<file path="config.mk">
export PLATFORM = sky130hd
export DESIGN_NAME = snow64_instr_fetch
export DESIGN_NICKNAME = d
export VERILOG_FILES = /design/src/rtl/snow64_instr_fetch_pkg.sv /design/src/rtl/snow64_instr_fetch_line_select.sv /design/src/rtl/snow64_instr_fetch.sv
export SDC_FILE = /design/constraint.sdc
export NUM_CORES = 1
export LEC_CHECK = 0
export CORE_MARGIN = 8
export CORE_UTILIZATION = 45
export DETAILED_ROUTE_END_ITERATION = 6
export PLACE_DENSITY = 0.8
export SKIP_LAST_GASP = 1
export SYNTH_ARGS = -nofsm -noshare
export SYNTH_HDL_FRONTEND = slang
export SYNTH_HIERARCHICAL = 1
export SYNTH_SLANG_ARGS = --single-unit
</file>
<file path="constraint.sdc">
create_clock -name clk -period 3.2 [get_ports clk]
set_input_delay 0.48 -clock clk [delete_from_list [all_inputs] [get_ports clk]]
set_output_delay 0.48 -clock clk [all_outputs]
set_load 0.01 [all_outputs]
</file>
<file path="src/rtl/snow64_instr_fetch_pkg.sv">
// Shared types and helpers for the snow64 instruction fetch stage.
// Address/line typedefs, fetch states and cache-port bundles.
package PkgSnow64InstrFetch;

  localparam int WIDTH__INSTR        = 32;
  localparam int NUM_INSTRS_PER_LINE = 8;
  localparam int WIDTH__LINE_OFFSET  = 5;

  typedef logic [63:0]  CpuAddr;
  typedef logic [255:0] LarData;
  typedef logic [WIDTH__INSTR-1:0] Instr;
  typedef logic [63-WIDTH__LINE_OFFSET:0] LineTag;
  typedef logic [2:0]   LineWordIndex;

  typedef enum logic [1:0] {
    REQ,
    WAIT,
    SUPPLY
  } StInstrFetch;

  typedef struct packed {
    logic   valid;
    LarData data;
  } PortIn_InstrFetch;

  typedef struct packed {
    logic   req;
    CpuAddr addr;
  } PortOut_InstrFetch;

  function automatic CpuAddr lineAddr(CpuAddr a);
    return {a[63:WIDTH__LINE_OFFSET],
            {WIDTH__LINE_OFFSET{1'b0}}};
  endfunction

  function automatic CpuAddr wordAlign(CpuAddr a);
    return {a[63:2], 2'b00};
  endfunction

  function automatic LineTag tagOf(CpuAddr a);
    return a[63:WIDTH__LINE_OFFSET];
  endfunction

endpackage

</file>
<file path="src/rtl/snow64_instr_fetch_line_select.sv">
// Picks one 32-bit instruction out of a buffered 256-bit line.
// Word 0 sits in bits 31:0.
module snow64_instr_fetch_line_select
  import PkgSnow64InstrFetch::*;
(
  input  LarData       line,
  input  LineWordIndex idx,
  output Instr         word
);

  Instr [NUM_INSTRS_PER_LINE-1:0] words;

  assign words = line;
  assign word  = words[idx];

endmodule

</file>
<file path="src/rtl/snow64_instr_fetch.sv">
// Instruction fetch stage: holds the PC, fetches whole lines from the
// icache and streams 32-bit words to decode with valid/ready.
module snow64_instr_fetch #(
  parameter logic [63:0] RESET_PC     = 64'h0,
  parameter int          WIDTH__ADDR  = 64,
  parameter int          WIDTH__LINE  = 256,
  parameter int          WIDTH__INSTR = 32
) (
  input  logic                    clk,
  input  logic                    rst_n,
  input  logic                    in_cache_valid,
  input  logic [WIDTH__LINE-1:0]  in_cache_data,
  output logic                    out_cache_req,
  output logic [WIDTH__ADDR-1:0]  out_cache_addr,
  input  logic                    in_branch_valid,
  input  logic [WIDTH__ADDR-1:0]  in_branch_target,
  input  logic                    in_decode_ready,
  output logic                    out_instr_valid,
  output logic [WIDTH__INSTR-1:0] out_instr,
  output logic [WIDTH__ADDR-1:0]  out_instr_pc
);
  import PkgSnow64InstrFetch::*;

  localparam CpuAddr ResetPc = wordAlign(RESET_PC);

  StInstrFetch       state;
  CpuAddr            pc;
  logic              squash;
  logic              tagValid;
  LineTag            tag;
  LarData            line;
  PortIn_InstrFetch  cacheIn;
  PortOut_InstrFetch cacheOut;

  CpuAddr target;
  CpuAddr nextPc;
  logic   accept;
  logic   sameLine;
  logic   leaveLine;
  LarData selLine;
  Instr   selWord;

  assign cacheIn = {in_cache_valid, in_cache_data};
  assign out_cache_req  = cacheOut.req;
  assign out_cache_addr = cacheOut.addr;

  assign target   = in_branch_target & ~CpuAddr'(3);
  assign accept   = out_instr_valid & in_decode_ready;
  assign sameLine = tagValid && (tagOf(target) == tag);

  // Branch wins over accept: a consumed word is replaced by the target.
  always_comb begin
    nextPc = pc;
    if (in_branch_valid)
      nextPc = target;
    else if (accept)
      nextPc = pc + 64'd4;
  end

  always_comb begin
    leaveLine = 1'b0;
    if (in_branch_valid)
      leaveLine = !sameLine;
    else if (accept)
      leaveLine = (pc[4:2] == 3'd7);
  end

  // While a line lands, decode sees it straight from the cache bus.
  assign selLine = (state == WAIT) ? cacheIn.data : line;

  snow64_instr_fetch_line_select u_lineSelect (
    .line(selLine),
    .idx (nextPc[4:2]),
    .word(selWord)
  );

  always_ff @(posedge clk or negedge rst_n) begin
    if (!rst_n) begin
      state           <= REQ;
      pc              <= ResetPc;
      squash          <= 1'b0;
      tagValid        <= 1'b0;
      tag             <= '0;
      line            <= '0;
      cacheOut        <= '{req: 1'b0, addr: lineAddr(RESET_PC)};
      out_instr_valid <= 1'b0;
      out_instr       <= '0;
      out_instr_pc    <= ResetPc;
    end else begin
      cacheOut.req <= 1'b0;
      pc           <= nextPc;
      unique case (state)
        REQ: begin
          cacheOut.req  <= 1'b1;
          cacheOut.addr <= lineAddr(pc);
          if (in_branch_valid)
            squash <= 1'b1;
          state <= WAIT;
        end
        WAIT: begin
          if (cacheIn.valid) begin
            squash <= 1'b0;
            if (squash || in_branch_valid) begin
              state <= REQ;
            end else begin
              state           <= SUPPLY;
              line            <= cacheIn.data;
              tag             <= tagOf(pc);
              tagValid        <= 1'b1;
              out_instr_valid <= 1'b1;
              out_instr       <= selWord;
              out_instr_pc    <= pc;
            end
          end else if (in_branch_valid) begin
            squash <= 1'b1;
          end
        end
        SUPPLY: begin
          if (leaveLine) begin
            state           <= REQ;
            out_instr_valid <= 1'b0;
            if (in_branch_valid)
              tagValid <= 1'b0;
          end else begin
            out_instr    <= selWord;
            out_instr_pc <= nextPc;
          end
        end
        default: state <= REQ;
      endcase
    end
  end

endmodule

</file>
After elaboration in Yosys (flattened, before gate mapping)
Index checks and enable logic that the tools add are counted.
{"block": "totals", "register_bits": 540, "out_inout_bits": 162, "elab_cells": 65, "input_bits": 325}
{"block": "classes", "magnitude_cmp": 1, "addsub": 1, "n_eq_ne": 9, "n_reduce_logical": 11, "muxes": 30, "n_bitwise": 2}
{"operator": "$mux 64", "count": 5}
{"operator": "$mux 256", "count": 1}
{"operator": "$mux 32", "count": 4}
{"operator": "$pmux 64 s2", "count": 1}
{"operator": "$bmux 32 s3", "count": 1}
{"operator": "$mux 65", "count": 1}
{"operator": "$add 64x3->64 const B", "count": 1}
{"operator": "$pmux 32 s2", "count": 1}
{"operator": "$eq 59x59->1", "count": 1}
{"operator": "$ne 2x2->1 const B", "count": 5}
{"operator": "$mux 1", "count": 9}
{"operator": "$reduce_and 4->1", "count": 2}
{"operator": "$mux 2", "count": 3}
{"operator": "$pmux 1 s2", "count": 3}
{"operator": "$pmux 2 s3", "count": 1}
{"operator": "$reduce_and 5->1", "count": 1}
{"operator": "$lt 3x4->1 const B", "count": 1}
{"operator": "$reduce_bool 2->1", "count": 2}
{"operator": "$eq 3x3->1 const B", "count": 1}
{"operator": "$reduce_and 3->1", "count": 1}
{"operator": "$eq 2x1->1 const B", "count": 1}
{"operator": "$eq 2x2->1 const B", "count": 1}
{"operator": "$logic_not 2->1", "count": 1}
{"operator": "$reduce_and 2->1", "count": 1}
{"operator": "5 further kinds", "count": 5}

Depth between registers and ports, before layout
{"block": "logic_depth", "depth_word": 8, "depth_mapped": 10, "mapped_depth_nobuf": 8}

Hierarchy
The synthesis kept the hierarchy.
{"module": "snow64_instr_fetch", "instances": 1, "cells_per_inst": 2679, "area_each_um2": 26382.8, "seq_area_each_um2": 13513.0}
{"module": "snow64_instr_fetch_line_select", "instances": 1, "cells_per_inst": 114, "area_each_um2": 2073.2, "seq_area_each_um2": 0.0}

Least setup slack after synthesis
Ideal clock, no wire load.
{"block": "synth_timing", "kind": "input port to flip-flop", "start": "input in_branch_valid", "end": "register out_instr[10]", "path_slack_ns": 0.207, "setup_ns": 0.127, "arrival_time_ns": 2.866, "path_buffers": 5, "required_ns": 3.073, "stages": 10, "path_cell_list": "clkbuf_1 clkbuf_1 clkbuf_1 nand2_1 o21ai_0 buf_6 buf_6 mux4_1 mux2_2 mux2_1"}
{"block": "synth_between", "elab_chain_len": 6, "elab_cells_between_ends": 12, "cone_classes": "2 x eq/ne; 8 x mux; 2 x reduce/logical"}
{"item": "start: declaration", "line": "snow64_instr_fetch.sv:15", "text": "input logic in_branch_valid,"}
{"item": "$mux 64 *", "line": "snow64_instr_fetch.sv:54", "text": "if (in_branch_valid)"}
{"item": "net nextPc[2]", "line": "snow64_instr_fetch.sv:36", "text": "CpuAddr nextPc;"}
{"item": "$bmux 32 s3 *", "line": "snow64_instr_fetch_line_select.sv:14", "text": "assign word = words[idx];"}
{"item": "$mux 32 (not written as such) *", "line": "snow64_instr_fetch_line_select.sv:14"}
{"item": "net selWord[10]", "line": "snow64_instr_fetch.sv:41", "text": "Instr selWord;"}
{"item": "$mux 32", "line": "snow64_instr_fetch.sv:103", "text": "if (squash || in_branch_valid) begin"}
{"item": "$mux 32", "line": "snow64_instr_fetch.sv:101", "text": "if (cacheIn.valid) begin"}
{"item": "$pmux 32 s2 *", "line": "snow64_instr_fetch.sv:92", "text": "unique case (state)"}
{"item": "end signal: assignment", "line": "snow64_instr_fetch.sv:111", "text": "out_instr <= selWord;"}
{"item": "end signal: assignment", "line": "snow64_instr_fetch.sv:125", "text": "out_instr <= selWord;"}
{"item": "end: declaration", "line": "snow64_instr_fetch.sv:19", "text": "output logic [WIDTH__INSTR-1:0] out_instr,"}
Mark *: on every way through the listed nets, which the timed path passes. The rest lies on a longest branch. The select of a mux whose other input is x is not followed.
A chain may end at the register's enable or synchronous reset.

Final worst setup path
{"block": "layout_timing", "start": "register state[0]", "end": "register out_instr[31]"}
{"block": "layout_between", "elab_chain_len": 7, "elab_cells_between_ends": 14, "cone_classes": "5 x eq/ne; 7 x mux; 2 x reduce/logical"}
{"item": "start: declaration", "line": "snow64_instr_fetch.sv:26", "text": "StInstrFetch state;"}
{"item": "start signal: assignment", "line": "snow64_instr_fetch.sv:79", "text": "state <= REQ;"}
{"item": "start signal: assignment", "line": "snow64_instr_fetch.sv:98", "text": "state <= WAIT;"}
{"item": "start signal: assignment", "line": "snow64_instr_fetch.sv:104", "text": "state <= REQ;"}
{"item": "$eq 2x1->1 *", "line": "snow64_instr_fetch.sv:69", "text": "assign selLine = (state == WAIT) ? cacheIn.data : line;"}
{"item": "$mux 256 *", "line": "snow64_instr_fetch.sv:69"}
{"item": "net selLine[63]", "line": "snow64_instr_fetch.sv:40", "text": "LarData selLine;"}
{"item": "$bmux 32 s3 *", "line": "snow64_instr_fetch_line_select.sv:14"}
{"item": "$mux 32 (not written as such) *", "line": "snow64_instr_fetch_line_select.sv:14"}
{"item": "net selWord[31]", "line": "snow64_instr_fetch.sv:41"}
{"item": "$mux 32", "line": "snow64_instr_fetch.sv:103"}
{"item": "$mux 32", "line": "snow64_instr_fetch.sv:101"}
{"item": "$pmux 32 s2 *", "line": "snow64_instr_fetch.sv:92"}
Marks and branches as above.

==> results_dict.tcl <==
set metrics [dict create \
    status "finished clean" \
    finalCriticalPeriod_ns 2.993 \
    port_buffers 479 \
    hold_class "input pin to flip-flop" \
    clockBufferDepth 3 \
    max-vdd-ir-drop_mv 0.4873 \
    crit_type "flip-flop to flip-flop" \
    areaGrowthSynthToFinish_pct 29.98 \
    maxCapViolCount 0 \
    fin_setup_tns_ns 0 \
    layout-drive-gt1-share 0.2025 \
    synth-adder-area-share 0.0008794 \
    clock_latency_ns 0.62 \
    drtPass1Iterations 6 \
    cts_resized 0 \
    drt-initial-drc-count 1834 \
    vias 23220 \
    die_height_um 267.5 \
    final_antenna_net_count 0 \
    drc 0 \
    critical_path.slowest_cell "mux4_1" \
    finish.utilization 0.5885 \
    synthXorXnorAreaFrac 0.03232 \
    layout_commonest_cell "nand2_1" \
    cp-start-kind "flip-flop" \
    layout_common_cells "1019 x nand2_1, 540 x dfrtp_1, 477 x clkdlybuf4s50_1" \
    power_density_nw_per_um2 778.2 \
    synthArstFlopShare 1.000 \
    p_leak_nw 16.59 \
    worstPathRequired_ns 3.70 \
    yosys-mux-area-fraction 0.2213 \
    synth_warnings 6 \
    relSlewSlack 0.3438 \
    rows 92 \
    clock-root-buffer "clkbuf_16" \
    netlist_area_sq_um 28460 \
    final_hold_viol_count 0 \
    cts_tree "built" \
    holdWs_ns 0.3257 \
    rsz0062_at_grt "false" \
    skew_ns 0.02381 \
    path_cells "nor2b_4, buf_12, buf_12, buf_4, mux2_2, mux4_1, mux2_2, mux2_2" \
    clk_pin_slew_ns 0.06 \
    slowest_delay_ns 0.54 \
    core-area_sq_um 62850 \
    crit_top_cell "mux2_2" \
    grt_pass1_vias 24170 \
    synth_cells 2793 \
    syn_area_per_cell_sq_um 10.19 \
    gp_congestion 0.9611 \
    max_freq_ghz 0.3341 \
    grt_max_degree 209 \
    synth_seq_cells 540 \
    die_w_um 267.5 \
    finalPower_mw 28.78 \
    ys.flop_type "dfrtp_1" \
    critical_path.max_fanout 49 \
    synth_top_family_by_area "multiplexers" \
    placed_cell_area_sq_um 35000 \
    wl_per_cell_um 23.12 \
    nets 3624 \
    yosysSeqAreaShare 0.4749 \
    ctsHtreeMaxLevel 2 \
    arrival_ns 3.50 \
    drt-total-wl_mm 97.14 \
    synthSimpleGateAreaFrac 0.1919 \
    overflow 0 \
    cts_num_sinks 540 \
    yosysUniqueCellTypes 75 \
    synth_compound_area_frac 0.04344 \
    io_pins 487 \
    grt_first_pass_wirelength_mm 147.0 \
    design_area_sq_um 36990 \
    grt_usage 0.2661 \
    synth-edff-count 0 \
    cts-buffers-inserted 58 \
    drv_slew 0 \
    fin_crit_sh 0.9354 \
    crit_path_end_kind "flip-flop" \
    start_util 0.4528 \
    antenna_found_initial 32 \
    dp_hpwl_mm 71.68 \
    nFillCells 5204 \
    design.die.area_sq_um 71540 \
    avgViaCountPerCell 5.527 \
    tightest_slew_ns 0.9843 \
    setup_violations 0 \
]
cell type report:
type,instances,area (sq um),area share
clock buffers,77,1634,0.04418
diodes,12,30.03,0.0008119
clock inverters,30,310.3,0.008389
flip-flops and latches,540,13510,0.3653
multi-input cells,2045,14030,0.3792
repair buffers,632,6336,0.1713
well taps,846,1059,0.02862
inverters,20,80.08,0.002165
per-layer routing:
| layer | vias up | global-route usage | share of wire | wire length, um |
|---|---|---|---|---|
| li1 | 10530 | - | - | - |
| met1 | 11430 | 0.3135 | 0.37 | 36320 |
| met2 | 977 | 0.4512 | 0.48 | 47020 |
| met3 | 252 | 0.07784 | 0.089 | 8601 |
| met4 | 40 | 0.1144 | 0.051 | 4962 |
| met5 | - | 0 | 0.0025 | 240 |
final timing paths:
kind                                       start                           end  slack [ns]  cells past startpoint
setup reg to reg            state[0]$_DFFE_PN0P_     out_instr[31]$_DFFE_PN0P_        0.21                      8
hold / removal                   in_branch_valid              pc[27]$_DFF_PN0_        0.33                      3
setup / recovery            state[0]$_DFFE_PN0P_     out_instr[31]$_DFFE_PN0P_        0.21                      8
hold reg to reg            line[238]$_DFFE_PN0P_         line[238]$_DFFE_PN0P_        0.47                      2
min in group asynchronous                  rst_n  out_instr_pc[42]$_DFFE_PN0P_        0.53                      2
max in group asynchronous                  rst_n     out_instr[13]$_DFFE_PN0P_        1.69                      3
cell usage after synthesis, types with 7 or more instances:
master,n,share of area
a2111oi_0,7,0.0022
a21oi_1,25,0.0044
and2_1,8,0.0018
and3_1,14,0.0031
and4_1,7,0.0022
buf_1,14,0.0018
buf_2,13,0.0023
buf_4,8,0.0021
buf_6,14,0.0055
clkbuf_1,136,0.018
dfrtp_1,540,0.47
inv_1,18,0.0024
mux2_1,45,0.018
mux2_2,364,0.14
mux2i_1,10,0.0035
mux4_1,40,0.037
mux4_2,24,0.019
nand2_1,1019,0.13
nand2b_1,37,0.0081
nand3_1,37,0.0065
nand4_1,33,0.0073
nor2_1,42,0.0055
nor2b_1,18,0.0040
nor3_1,17,0.0030
nor4_1,11,0.0024
o211ai_1,7,0.0018
o21ai_0,56,0.0098
o221a_1,26,0.010
o2bb2ai_1,12,0.0037
or3_1,7,0.0015
xnor2_1,65,0.020
xor2_1,40,0.012
worst max-delay path, delay by kind of cell, from the launching register on:
kind,cells,cell delay (ns)
flops,1,0.45
mux,4,1.44
simple gates,1,0.26
buf+inv,3,0.69
state kept, by name, summed over array words and instances (netlist names):
name,cells
out_instr_valid,1
state,2
out_cache_req,1
out_instr_pc,64
tag,59
out_cache_addr,59
squash,1
line,256
tagValid,1
pc,64
out_instr,32
where the power goes:
part / total [mW] / internal, mW / leakage (nW) / switching (mW)
sequential: 11.3 / 9.51 / 6.65 / 1.79
combinational: 10.6 / 5.77 / 9.00 / 4.84
clock: 6.88 / 3.93 / 0.946 / 2.95
total: 28.8 / 19.2 / 16.6 / 9.58
cell families after synthesis:
logic type      count (synthesis)
simple gates                 1277
flops                         540
mux                           483
buf+inv                       212
compound gates                173
xor+xnor                      105
fa+ha+maj                       2
other cells                     1
per-stage QoR:
stage,setup slack (ns),instances
after floorplan,0.2069,2797
after global placement,-0.2382,4082
after detailed placement,-0.2627,4082
after CTS,0.2144,4190
after global routing,0.08282,4194
final,0.2068,4202
repair_timing:
action / in CTS / in global routing
buffers inserted: 0 / 0
setup endpoints to repair: 0 / 0
hold endpoints to repair: 54 / 0
hold buffers: 1 / 0
No activity file was read; power rests on OpenSTA's default activity.
==> RTL edit: new RTL, same settings <==
`WIDTH__LINE_OFFSET`: 5 -> 4.
--- a/src/rtl/snow64_instr_fetch_pkg.sv
+++ b/src/rtl/snow64_instr_fetch_pkg.sv
@@ -4,7 +4,7 @@
 
   localparam int WIDTH__INSTR        = 32;
   localparam int NUM_INSTRS_PER_LINE = 8;
-  localparam int WIDTH__LINE_OFFSET  = 5;
+  localparam int WIDTH__LINE_OFFSET  = 4;
 
   typedef logic [63:0]  CpuAddr;
   typedef logic [255:0] LarData;
Check against the original RTL: not equivalent (Yosys sat finds a counterexample within 4 cycles, from zero or initial values and one cycle with rst_n low).
==> RTL edit against the original RTL <==
Area after synthesis down 2.4%. Global-route usage decreased by 0.71 points. Routed wire length decreased by 4.9%. Critical path depth unchanged. Fmax is 2.2% higher. Sequential share of layout area grew 0.70 points. Power grew 1.1%. Sequential cell count rose by 2. Setup slack gained 64 ps. Cell area down 1.5%. Die area decreased by 2.2%.
==> RTL edit: results (changes against the original RTL) <==
Power and ir drop
  – VDD IR max: 547 uV (was 487 uV)
  – Leakage power figure: 16.3 nW (was 16.6 nW)

Status
  – Status: finished clean (unchanged)

Drt
  – Via count: 22309 (was 23224)
  – Post-Route WL: 92400 um (was 97100 um)
  – DRT iter0 DRCs: 1598 (was 1834)
  – Pre-antenna DRT Iters: 5 (was 6)

Clock network
  – Depth of the CTS H-tree: 2 (unchanged)
  – Worst-skew pair later-pin latency: 610 ps
  – Clock root buffer: clkbuf_16 (unchanged)
  – Maximum clock path buffer count: 3 (unchanged)
  – Setup Fix Bufs, Post-CTS: 0 (unchanged)
  – CTS Buf Count: 58 (unchanged)
  – Clk slew on worst S/H paths: 60 ps (about the same)

Yosys
  – Ys flop type: dfrtp_1 (unchanged)
  – Async set-or-reset flop fraction in the synthesized netlist: 100% (unchanged)
  – Register area share after synthesis: 48.8% (was 47.5%)
  – Synth area leaders: dfrtp_1, mux2_2, nand2_1 (unchanged)
  – Synth cell types: 48 (was 75)
  – Synth Instances: 2715 (was 2793)
  – Commonest cells in the synthesized netlist: nand2_1, dfrtp_1, mux2_2, clkbuf_1, xnor2_1 (unchanged)
  – Syn. warnings: 6 (unchanged)

Critical path
  – Critical path's largest stage delay: 500 ps (was 540 ps)
  – Worst path arrival time: 3420 ps (was 3500 ps)
  – Crit Path Max Fanout: 63 (was 49)
  – Crit-path slowest cell: mux4_1 (unchanged)

Placement
  – Cell Area, Placed: 0.0343 sq mm (was 0.0350 sq mm)
  – IO Port Bufs: 480 (was 479)
  – Final RePlAce weighted congestion: 0.992 (was 0.961)
  – Dpl cells: 3931 (was 4082)
  – Dpl hpwl: 67700 um (was 71700 um)

Finish
  – Fin cells: 4055 (was 4202)
  – Regs by FF count: line x256, out_instr_pc x64, pc x64 (unchanged)
  – Nets: 3529 (was 3624)
  – Share of cells above drive strength 1: 22.0% (was 20.2%)

STA
  – Slew margin rel.: 45.3% (was 34.4%)
  – Setup Skew: 18.7 ps (was 23.8 ps)

Global routing
  – Total Routing Usage GR: 25.9% (was 26.6%)
  – Vias in the first global route: 23234 (was 24172)
  – Largest net degree at the start of global routing: 143 (was 209)
  – First-pass GRT wire length: 142000 um (was 147000 um)
  – Initial antenna violation count: 26 (was 32)

Min path
  – Hold Crit Class: in2reg (unchanged)
-- RTL edit: changes by cell type after synthesis, sizes merged, moves of 10 or more --
cell	unedited run	this run
a21oi	25	8
nand2b	37	47
nand4	35	20
nor2	43	25
nor2b	18	6
o221a	30	43
o2bb2ai	12	1
xnor2	65	78
xor2	40	27
-- RTL edit: what timing repair did --
item | in CTS | in global routing
resized for setup | 0 | 0
hold buffers | 1 | 0
hold endpoints to repair | 60 | 0
-- RTL edit: through the flow --
stage	hold WS (ps)	setup TNS [ps]	worst slack, ps	power [mW]
2_1_floorplan	184	0	250	16.7
3_3_place_gp	452	-4.36	-2.51	21.4
3_5_place_dp	458	-59.1	-27.8	21.8
4_1_cts	279	0	296	29.3
5_1_grt	286	0	202	30.7
6_report	317	0	270	29.1
-- RTL edit: worst paths after layout --
path,startpoint,end,slack (ps),cells after the start
max,state[0]$_DFFE_PN0P_,out_instr[29]$_DFFE_PN0P_,270,8
min,in_branch_valid,pc[8]$_DFF_PN0_,320,3
max reg2reg,state[0]$_DFFE_PN0P_,out_instr[29]$_DFFE_PN0P_,270,8
min reg2reg,line[171]$_DFFE_PN0P_,line[171]$_DFFE_PN0P_,470,2
max in group asynchronous,rst_n,line[247]$_DFFE_PN0P_,1750,3
min in group asynchronous,rst_n,out_cache_addr[32]$_DFFE_PN0P_,500,2
-- RTL edit: area by class of cell --
class                           count  area (sq um)
Antenna cell                       14          35.0
Clock buffer                       83          1770
Clock inverter                     26           355
Fill cell                        4941         24900
Inverter                           26          97.6
Multi-Input combinational cell   1969         13400
Sequential cell                   542         13600
Tap cell                          790           988
Timing Repair Buffer              605          6190
-- RTL edit: power by group --
group          total [mW]  internal (mW)  switching [mW]
logic                10.5           5.77            4.72
registers            11.3           9.55            1.70
clock network        7.37           4.49            2.88
total                29.1           19.8            9.30
-- RTL edit: cell families after synthesis --
| group | count (synthesis) | synth area share, % |
|---|---|---|
| xor gates and xnor gates | 105 | 3.31 |
| adders and majority gates | 2 | 0.0901 |
| AOI/OAI and AO/OA | 153 | 4.05 |
| other | 1 | 0.0135 |
| muxes | 476 | 22.4 |
| and+or+nand+nor | 1229 | 18.2 |
| buffers and inverters | 207 | 3.12 |
| DFF | 542 | 48.8 |
-- RTL edit: per-layer routing --
| layer | vias to the layer above | track usage [%] | part of all wire, % |
|---|---|---|---|
| met5 | - | 0 | 0.15 |
| li1 | 10183 | - | - |
| met1 | 10984 | 30.4 | 37 |
| met3 | 211 | 8.21 | 8.9 |
| met2 | 907 | 43.6 | 49 |
| met4 | 24 | 11.1 | 4.7 |
-- RTL edit: critical path: cells and delay by family, from the launching register on --
family,cells,cell delay (ps)
muxes,4,1390
buffers and inverters,3,720
DFF,1,440
and+or+nand+nor,1,200
